==> src/rtl/ring_johnson_counter.sv <==
// Ring / Johnson shift counter with direction, enable, parallel load and tc pulse.
// Define RJC_SELF_CORRECT_EN to reinitialise on illegal states and pulse err.
module ring_johnson_counter #(
    parameter int WIDTH = 16,
    localparam int PW = $clog2(2 * WIDTH)
) (
    input  logic             clk,
    input  logic             reset,
    input  logic             en,
    input  logic             mode,
    input  logic             dir,
    input  logic             load,
    input  logic [WIDTH-1:0] load_val,
    output logic [WIDTH-1:0] out,
    output logic [PW-1:0]    phase,
    output logic             tc,
    output logic             err
);

    localparam logic [WIDTH-1:0] INIT      = WIDTH'(1);
    localparam logic [PW-1:0]    PH_ONE    = PW'(1);
    localparam logic [PW-1:0]    RING_LAST = PW'(WIDTH - 1);
    localparam logic [PW-1:0]    JOHN_LAST = PW'(2 * WIDTH - 1);

    logic [WIDTH-1:0] out_q, out_d;
    logic [PW-1:0]    phase_q, phase_d;
    logic             mode_q, mode_d;
    logic             tc_q, tc_d;

    logic [WIDTH-1:0] shift_val;
    logic [PW-1:0]    step_phase;
    logic [PW-1:0]    last_phase;
    logic             wrap;
    logic             legal;

    always_comb begin
        last_phase = mode_q ? JOHN_LAST : RING_LAST;
    end

    // Johnson differs from ring only by inverting the bit wrapped around.
    always_comb begin
        shift_val = out_q;
        unique case ({mode_q, dir})
            2'b00: shift_val = {out_q[WIDTH-2:0], out_q[WIDTH-1]};
            2'b01: shift_val = {out_q[0], out_q[WIDTH-1:1]};
            2'b10: shift_val = {out_q[WIDTH-2:0], ~out_q[WIDTH-1]};
            2'b11: shift_val = {~out_q[0], out_q[WIDTH-1:1]};
        endcase
    end

    always_comb begin
        wrap       = 1'b0;
        step_phase = phase_q;
        if (!dir) begin
            wrap       = (phase_q == last_phase);
            step_phase = wrap ? '0 : phase_q + PH_ONE;
        end else begin
            wrap       = (phase_q == '0);
            step_phase = wrap ? last_phase : phase_q - PH_ONE;
        end
    end

`ifdef RJC_SELF_CORRECT_EN
    logic [WIDTH-1:0] inv_val;
    logic             err_q, err_d;

    // Johnson states are thermometer codes filled from either end.
    always_comb begin
        inv_val = ~out_q;
        if (mode_q) begin
            legal = ((out_q & (out_q + INIT)) == '0) ||
                    ((inv_val & (inv_val + INIT)) == '0);
        end else begin
            legal = (out_q != '0) &&
                    ((out_q & (out_q - INIT)) == '0);
        end
    end
`else
    always_comb begin
        legal = 1'b1;
    end
`endif

    always_comb begin
        out_d   = out_q;
        phase_d = phase_q;
        mode_d  = mode_q;
        tc_d    = 1'b0;
`ifdef RJC_SELF_CORRECT_EN
        err_d   = 1'b0;
`endif
        if (load) begin
            out_d   = load_val;
            phase_d = '0;
            mode_d  = mode;
        end else if (mode != mode_q) begin
            out_d   = mode ? '0 : INIT;
            phase_d = '0;
            mode_d  = mode;
        end else if (en) begin
            if (!legal) begin
                out_d   = mode_q ? '0 : INIT;
                phase_d = '0;
`ifdef RJC_SELF_CORRECT_EN
                err_d   = 1'b1;
`endif
            end else begin
                out_d   = shift_val;
                phase_d = step_phase;
                tc_d    = wrap;
            end
        end
    end

    always_ff @(posedge clk or negedge reset) begin
        if (!reset) begin
            out_q   <= INIT;
            phase_q <= '0;
            mode_q  <= 1'b0;
            tc_q    <= 1'b0;
        end else begin
            out_q   <= out_d;
            phase_q <= phase_d;
            mode_q  <= mode_d;
            tc_q    <= tc_d;
        end
    end

`ifdef RJC_SELF_CORRECT_EN
    always_ff @(posedge clk or negedge reset) begin
        if (!reset) begin
            err_q <= 1'b0;
        end else begin
            err_q <= err_d;
        end
    end

    assign err = err_q;
`else
    assign err = 1'b0;
`endif

    assign out   = out_q;
    assign phase = phase_q;
    assign tc    = tc_q;

endmodule

==> config.mk <==
export PLATFORM = sky130hd
export DESIGN_NAME = ring_johnson_counter
export DESIGN_NICKNAME = d
export VERILOG_FILES = /design/src/rtl/ring_johnson_counter.sv
export SDC_FILE = /design/constraint.sdc
export NUM_CORES = 1
export LEC_CHECK = 0
export ABC_AREA = 1
export BUFFER_PORTS_ARGS = -buffer_cell sky130_fd_sc_hd__buf_4
export CORE_UTILIZATION = 30
export CTS_CLUSTER_SIZE = 14
export DETAILED_ROUTE_END_ITERATION = 12
export SKIP_CTS_REPAIR_TIMING = 1
export SYNTH_ARGS = -nofsm -noshare
export SYNTH_HDL_FRONTEND = slang
export SYNTH_SLANG_ARGS = --single-unit
==> constraint.sdc <==
create_clock -name clk -period 1.3 [get_ports clk]
set_clock_uncertainty 0.1 [all_clocks]
set_input_delay 0.26 -clock clk [delete_from_list [all_inputs] [get_ports clk]]
set_output_delay 0.26 -clock clk [all_outputs]
set_load 0.005 [all_outputs]
Word level (Yosys, flattened, before mapping). Cells that the tools add are included.

Output and inout port bits: 23. Memories kept: 0. Bits in read-only memories: 0. RAM bits: 0. Flip-flop bits (word level): 23. Bits in latches: 0.

$lt $le $gt $ge: 0. Multiply operators: 0. Eq/ne operators: 5. Multiplexer cells: 18. Reductions and logical operators: 4. Shift-type cells: 0. Add/subtract/negate cells: 2. Bitwise gates (word level): 2. Div/mod/pow operators: 0.

Operator list (count): $pmux W16 S4 (1); $mux W16 (3); $mux W5 (7); $mux W1 (7); $add A5 B1 Y5 const B (1); $eq A5 B5 Y1 (1); $logic_not A5 Y1 (1); $sub A5 B1 Y5 const B (1); $eq A2 B2 Y1 const B (2); $reduce_bool A3 Y1 (1); $eq A2 B1 Y1 const B (1); $logic_not A2 Y1 (1); $not A1 Y1 (2); $reduce_bool A2 Y1 (1); $ne A1 B1 Y1 (1).

Depth between registers and ports, before layout. Gate-level depths: netlist (run 1).

Depth after elaboration: 7. Mapped depth: 9. Mapped depth without buffers: 8.

Worst setup path before layout (run 1). OpenSTA, ideal clock, no wires.

Kind: register to register. Start: register mode_q. End: register out_q[11], in the netlist out[11]. Period minus slack after synthesis: 1289 ps. Required time: 1074 ps. Stages on the path, launching flop included: 9. Slack: 11 ps. Arrival: 1063 ps. Cell sequence: dfrtp_1 > buf_6 > inv_2 > nand2_1 > nand2_2 > nand3_2 > buf_4 > nor2_1 > a31oi_1.

Cells in the longest elaborated chain, start to end: 5. Elaborated cells between the ends (all ways): 10.

RTL lines: start: declaration (line 27) `logic mode_q, mode_d;`; start signal: assignment (line 124) `mode_q <= mode_d;`; $eq A2 B2 Y1 (tied with other cells) (line 43) `unique case ({mode_q, dir})`; $pmux W16 S4 (line 43); $mux W16 (line 100) `end else if (en) begin`; $mux W16 (line 96) `end else if (mode != mode_q) begin`; $mux W16 (line 92) `if (load) begin`; end signal: assignment (line 122) `out_q <= out_d;`; end: declaration (line 25) `logic [WIDTH-1:0] out_q, out_d;`.

Several ways; a longest one is shown, not always the timed one. The select of a mux whose other input is x is not followed. A chain may end at the register's enable or synchronous reset.

Worst setup path in the final report (run 1).
Start: register mode_q. End: register out_q[2], in the netlist out[2].

Same word-level chain as after synthesis.

==> results of run 1 <==
sequential cells by signal, indices dropped and copies added, names as in the netlist:
name and flops:
phase 5, out 16, tc 1, mode_q 1
area by class of cell:
type / count / area [sq um]
fillers: 511 / 2500
multi-input cells: 168 / 926
flip-flops and latches: 23 / 579
repair buffers: 63 / 537
well taps: 67 / 83.8
inverters: 20 / 77.6
clock buffers: 3 / 41.3
clock inverters: 1 / 5.00
final timing paths:
check | end | depth (start not counted)
worst max-delay path | out[2] | 7
worst min-delay path | mode_q | 1
worst max register to register | out[2] | 7
worst min register to register | out[0] | 2
max in group asynchronous | out[0] | 2
min in group asynchronous | out[15] | 2
layer usage:
layer  global-route usage (%)  wire length, um  up-vias
met5                        0                0        -
met2                     24.7             1940       44
met3                     2.62              210        5
met1                     22.8             1940      742
met4                     7.19               54        0
li1                         -                -      820
Yosys cell counts, drive strengths merged:
master	number
nand4	2
a21oi	14
nand3b	1
dfrtp	22
nor2	25
xnor2	1
a31oi	6
conb	1
nand2	83
ha	2
nand3	16
dfstp	1
clkbuf	3
o21ai	16
o22ai	1
inv	20
buf	9
dlygate4sd1	1
power by group through the flow:
stage | Sequential [W] | Clock [W] | Combinational [W]
after floorplan | 0.000855 | 0 | 0.000252
after global placement | 0.000866 | 0 | 0.000483
after detailed placement | 0.000865 | 0 | 0.000487
after CTS | 0.000852 | 0.000478 | 0.000489
after global routing | 0.000877 | 0.000508 | 0.000646
final | 0.000867 | 0.000463 | 0.000578
worst register-to-register path: stages (launching register included):
cell     delay [ns]
dfrtp_2        0.45
inv_2          0.09
nand2_2        0.07
nand2_4        0.08
nand3_4        0.11
buf_12         0.18
nor2_4         0.12
a31oi_4        0.03
through the flow:
stage	total power (W)	worst slack (ns)	utilization, %	hold slack [ns]	setup TNS (ns)
global route	0.00203	-0.124	47.3	0.0238	-1.86
finish	0.00191	-0.0611	47.3	0.0350	-0.370
CTS	0.00182	-0.0624	41.9	-0.221	-0.206
detailed placement	0.00135	-0.0478	41.0	0.0779	-0.0705
floorplan	0.00111	0.0105	-	-0.136	0
global placement	0.00135	-0.0604	41.0	0.0795	-0.0789
cells by family (layout without fill, tap and decap cells):
| group | after synthesis | in the layout | share of synthesized area [%] |
|---|---|---|---|
| other cells | 1 | 1 | 0.250 |
| simple gates | 127 | 127 | 35.1 |
| buf+inv | 33 | 87 | 11.0 |
| fa+ha+maj | 2 | 2 | 1.67 |
| compound gates | 37 | 37 | 12.9 |
| xor+xnor | 1 | 1 | 0.584 |
| flops | 23 | 23 | 38.5 |
placed cells by master, fill, tap and decap left out, types with 8 or more instances in the layout:
cell	instances
nand2_1	72
nand3_1	14
dfrtp_1	20
inv_1	17
buf_4	54
nand2_2	10
a21oi_1	12
nor2_4	8
nor2_1	13
o21ai_0	10
==> metrics.cfg, run 1 <==
[run_status]
status = complete, but fails checks
violations = setup timing

[sta]
slew_violations = 0
period_minus_slack_ns = 1.36
rsz0062_at_grt = yes
fin_crit_sh_pct = 105
layout_setup_ws_ns = -0.0611
setup_violations = 19
fmax_mhz = 735
finalHoldViolCount = 0

[critical_path]
arrival_ns = 1.42
cp-startpoint = mode_q
worstSetupStartpointType = register
path_class = register to register
critical_path.cell_chain = inv_2 > nand2_2 > nand2_4 > nand3_4 > buf_12 > nor2_4 > a31oi_4
crit_fanout = 7
crit_buf_inv = 2
setup.worst_path.end_class = register
required_ns = 1.36
max_stage_delay_ns = 0.45
r2r_setup_slack_ns = -0.06
r2r-start = mode_q
crit_family = flip-flops
crit_slowest_cell = dfrtp_2

[pwr]
p_clk_share_pct = 24.3
p_per_area_nw_per_um2 = 848
power_frac_comb_pct = 30.3
switching_power_w = 0.000615
switching_share_pct = 32.2
cellLeakagePower_nw = 1.09
vdd_drop_max_mv = 0.398
p_int_w = 0.00129
p_seq_share_pct = 45.4

[clock_network]
cts_sinks = 23
cts_max_path_buffers = 2
cts_tree = yes
path_clk_slew_ns = 0.09
root_buffer = clkbuf_8
numCtsBuffers = 3
h-tree-depth = 1
clk_latency_ns = 0.27

[die]
die_area_sq_um = 5280
start_util_pct = 31.5
io_pins = 45
dieWidth_um = 72.7
die_h_um = 72.7
rows = 25
core_sq_um = 4750

[final_layout]
drive_gt1_share_pct = 38.1
finish.instance_area_sq_um = 2250
synthToLayoutAreaGrowth_pct = 50.1
antenna_cells = 0
fin_cells = 345
final_nets = 303

[logic_synthesis]
yosys-top-cells-area = dfrtp_1 37%, nand2_1 20%, nor2_1 6.0%
synth_area_per_cell_sq_um = 6.69
ys_ff_latch = 23
yosysSeqAreaShare_pct = 38.5
yosysWarnings = 0
syn_inst = 224
synth.distinct_cells = 26
yosysTopAreaCell = dfrtp_1
syn_nets = 248
syn_area_sq_um = 1500
yosysTopAreaCellShare_pct = 36.7

[placement]
portBuffers = 43
dp_cells = 337
routabilityCongestion = 0.810
dpl.hpwl_um = 2910
placed_area_sq_um = 1950

[detailed_routing]
wl_per_cell_um = 12.0
drtIter0Drc = 50
via_per_inst = 4.67
wirelength_um = 4150
ant_nets = 0
drc_errors = 0
route.vias.total = 1611
dr.pass1.iters = 4

[global_routing]
grt_max_degree = 24
grt_antenna_before_repair = 0
gr-total-overflow = 0
grt_pass1_wl_um = 6620
grt_pass1_vias = 1479
grt_usage_pct = 16.3

[flow_run]
max_cap_viol_count = 0

[worst_hold_path]
hold_class = input port to register
hold_start = mode

Note: power is estimated with default switching activity, not from simulation.
==> run 2: changes to the inputs <==
Settings changed: CORE_ASPECT_RATIO set to 1.75.
==> run 2 against run 1 <==
Non-clock buffer count unchanged. The flow still finishes with violations (setup timing). Total power decreased by 4.3%. Fmax rose by 1.1%. Combinational power fell by 10%. Hold slack got worse by 0.00063 ns. Sequential share of layout area rose by 2.1 points. Critical path type unchanged. Critical endpoint is now phase[1]. Sequential power shrank 2%. Register-to-register slack hardly changed. Cell count shrank 4.3%. Final area fell by 7.8%. Critical path depth down 1. Count of clock-buffer cells in the layout grew 1.
==> metrics.cfg, run 2 (synthesis gave the netlist of run 1 again) <==
[detailed_routing]
wl_met2_um = 2140  ; was 1940 um
via_per_inst = 4.82  ; was 4.67
m1WireLength_um = 1630  ; was 1940 um
wirelength_um = 3970  ; was 4150 um
dr.pass1.iters = 4  ; unchanged
drc_errors = 0  ; unchanged
highest_layer = met4  ; unchanged
wl_met3_um = 101  ; was 210 um
ant_nets = 0  ; unchanged
route.vias.total = 1590  ; was 1611
wl_per_cell_um = 12.0  ; about the same
drtIter0Drc = 21  ; was 50

[final_layout]
antenna_cells = 0  ; unchanged
drive_gt1_share_pct = 29.9  ; was 38.1%
fin_cells = 330  ; was 345
synthToLayoutAreaGrowth_pct = 38.3  ; was 50.1%
layout_common_cells = 79 x nand2_1, 55 x buf_4, 22 x dfrtp_1  ; was 72 x nand2_1, 54 x buf_4, 20 x dfrtp_1
final_nets = 303  ; unchanged
largest_reg_flops = 16  ; unchanged
finish.instance_area_sq_um = 2070  ; was 2250 sq um
layout_commonest_cell = nand2_1  ; unchanged
fin_util_pct = 43.7  ; was 47.3%

[pwr]
p_clk_share_pct = 25.1  ; was 24.3%
vdd_drop_max_mv = 0.605  ; was 0.398 mV
cellLeakagePower_nw = 1.07  ; was 1.09 nW
p_per_area_nw_per_um2 = 881  ; was 848 nW/um^2
power_frac_comb_pct = 28.4  ; was 30.3%
switching_share_pct = 30.6  ; was 32.2%
p_seq_share_pct = 46.6  ; was 45.4%
switching_power_w = 0.000558  ; was 0.000615 W
power_w = 0.00183  ; was 0.00191 W
p_int_w = 0.00127  ; was 0.00129 W

[die]
core_sq_um = 4750  ; about the same
die_area_sq_um = 5290  ; was 5280 sq um
die_h_um = 95.5  ; was 72.7 um
start_util_pct = 31.6  ; was 31.5%
dieWidth_um = 55.4  ; was 72.7 um
rows = 33  ; was 25
io_pins = 45  ; unchanged

[critical_path]
r2r_end = phase[1]  ; was out[2]
reg2reg_depth = 6  ; was 7
cp-startpoint = mode_q  ; unchanged
arrival_ns = 1.43  ; was 1.42 ns
path_class = register to register  ; unchanged
worstSetupStartpointType = register  ; unchanged
crit_fanout = 5  ; was 7
critPathCapture = phase[1]  ; was out[2]
r2r_setup_slack_ns = -0.05  ; was -0.06 ns
required_ns = 1.38  ; was 1.36 ns
r2r-start = mode_q  ; unchanged
setup.worst_path.end_class = register  ; unchanged

[sta]
setup_violations = 13  ; was 19
slew_violations = 0  ; unchanged
fmax_mhz = 743  ; was 735 MHz
finalHoldViolCount = 0  ; unchanged
rsz0062_at_grt = yes  ; unchanged
fin_crit_sh_pct = 104  ; was 105%
layout_setup_ws_ns = -0.0465  ; was -0.0611 ns
period_minus_slack_ns = 1.35  ; was 1.36 ns

[flow_run]
max_cap_viol_count = 0  ; unchanged

[placement]
routabilityCongestion = 0.801  ; was 0.810
portBuffers = 43  ; unchanged
dpl.hpwl_um = 3020  ; was 2910 um
pre_cts_ws_ns = -0.0486  ; was -0.0478 ns
dp_cells = 322  ; was 337
placed_area_sq_um = 1950  ; about the same

[clock_network]
clk_latency_ns = 0.27  ; about the same
cts_tree = yes  ; unchanged
cts_sinks = 23  ; unchanged
numCtsBuffers = 3  ; unchanged
path_clk_slew_ns = 0.09  ; about the same
h-tree-depth = 1  ; unchanged
root_buffer = clkbuf_8  ; unchanged
cts_max_path_buffers = 2  ; unchanged

[worst_hold_path]
hold_class = input port to register  ; unchanged

[global_routing]
grt_usage_pct = 16.0  ; was 16.3%
grt_antenna_before_repair = 0  ; unchanged
grt_pass1_wl_um = 6760  ; was 6620 um
grt_max_degree = 24  ; unchanged
grt_pass1_vias = 1578  ; was 1479
gr-total-overflow = 0  ; unchanged

[run_status]
violations = setup timing  ; unchanged
status = complete, but fails checks  ; unchanged

[run 2: cell types whose count changed in the layout (fill, tap and decap cells not counted), moves of 2 or more]
| cell | change |
|---|---|
| nor2_1 | +8 |
| nand2_1 | +7 |
| nor2_4 | -7 |
| nand2_2 | -6 |
| a31oi_1 | +3 |
| a31oi_4 | -2 |
| dfrtp_1 | +2 |
| dfrtp_2 | -2 |
[run 2: critical path: stages, from the launching register on]
cell and delay, ns:
dfrtp_1 0.44, inv_2 0.09, nand2_1 0.06, nand2_2 0.07, nand3_1 0.17, buf_4 0.19
o22ai_1 0.14
[run 2: stage by stage]
step | TNS, ns | hold slack [ns]
after global routing | -2.26 | 0.0272
after detailed placement | -0.0831 | 0.0797
after floorplan | 0 | -0.136
after global placement | 0 | 0.0826
after CTS | -0.237 | -0.218
final | -0.189 | 0.0343
[run 2: power groups by stage]
| stage | clock network (W) | registers (W) | logic [W] |
|---|---|---|---|
| 2_1_floorplan | 0 | 0.000855 | 0.000252 |
| 3_3_place_gp | 0 | 0.000863 | 0.000499 |
| 3_5_place_dp | 0 | 0.000864 | 0.000501 |
| 4_1_cts | 0.000472 | 0.000851 | 0.000502 |
| 5_1_grt | 0.000496 | 0.000863 | 0.000591 |
| 6_report | 0.000458 | 0.000851 | 0.000518 |
[run 2: worst min-delay path by stage]
stage / cells after the start / end / slack, ns / start
3_5_place_dp: 1 / out[3] / 0.08 / reset
4_1_cts: 1 / out[3] / -0.22 / reset
3_3_place_gp: 1 / out[3] / 0.08 / reset
5_1_grt: 1 / mode_q / 0.03 / mode
2_1_floorplan: 0 / mode_q / -0.14 / reset
6_report: 1 / mode_q / 0.03 / mode
[run 2: layer usage]
layer / vias up / GRT usage [%]
met5: - / 0
met4: 0 / 6.88
met3: 9 / 1.90
met2: 31 / 30.6
met1: 733 / 17.5
li1: 817 / -
[run 2: final cells by class]
cell class / instances / area, sq um
sequential: 23 / 577
clock buffer: 4 / 45.0
multi-input combinational: 168 / 783
inverter: 20 / 75.1
timing repair buffer: 63 / 528
fill: 502 / 2680
tap: 52 / 65.1
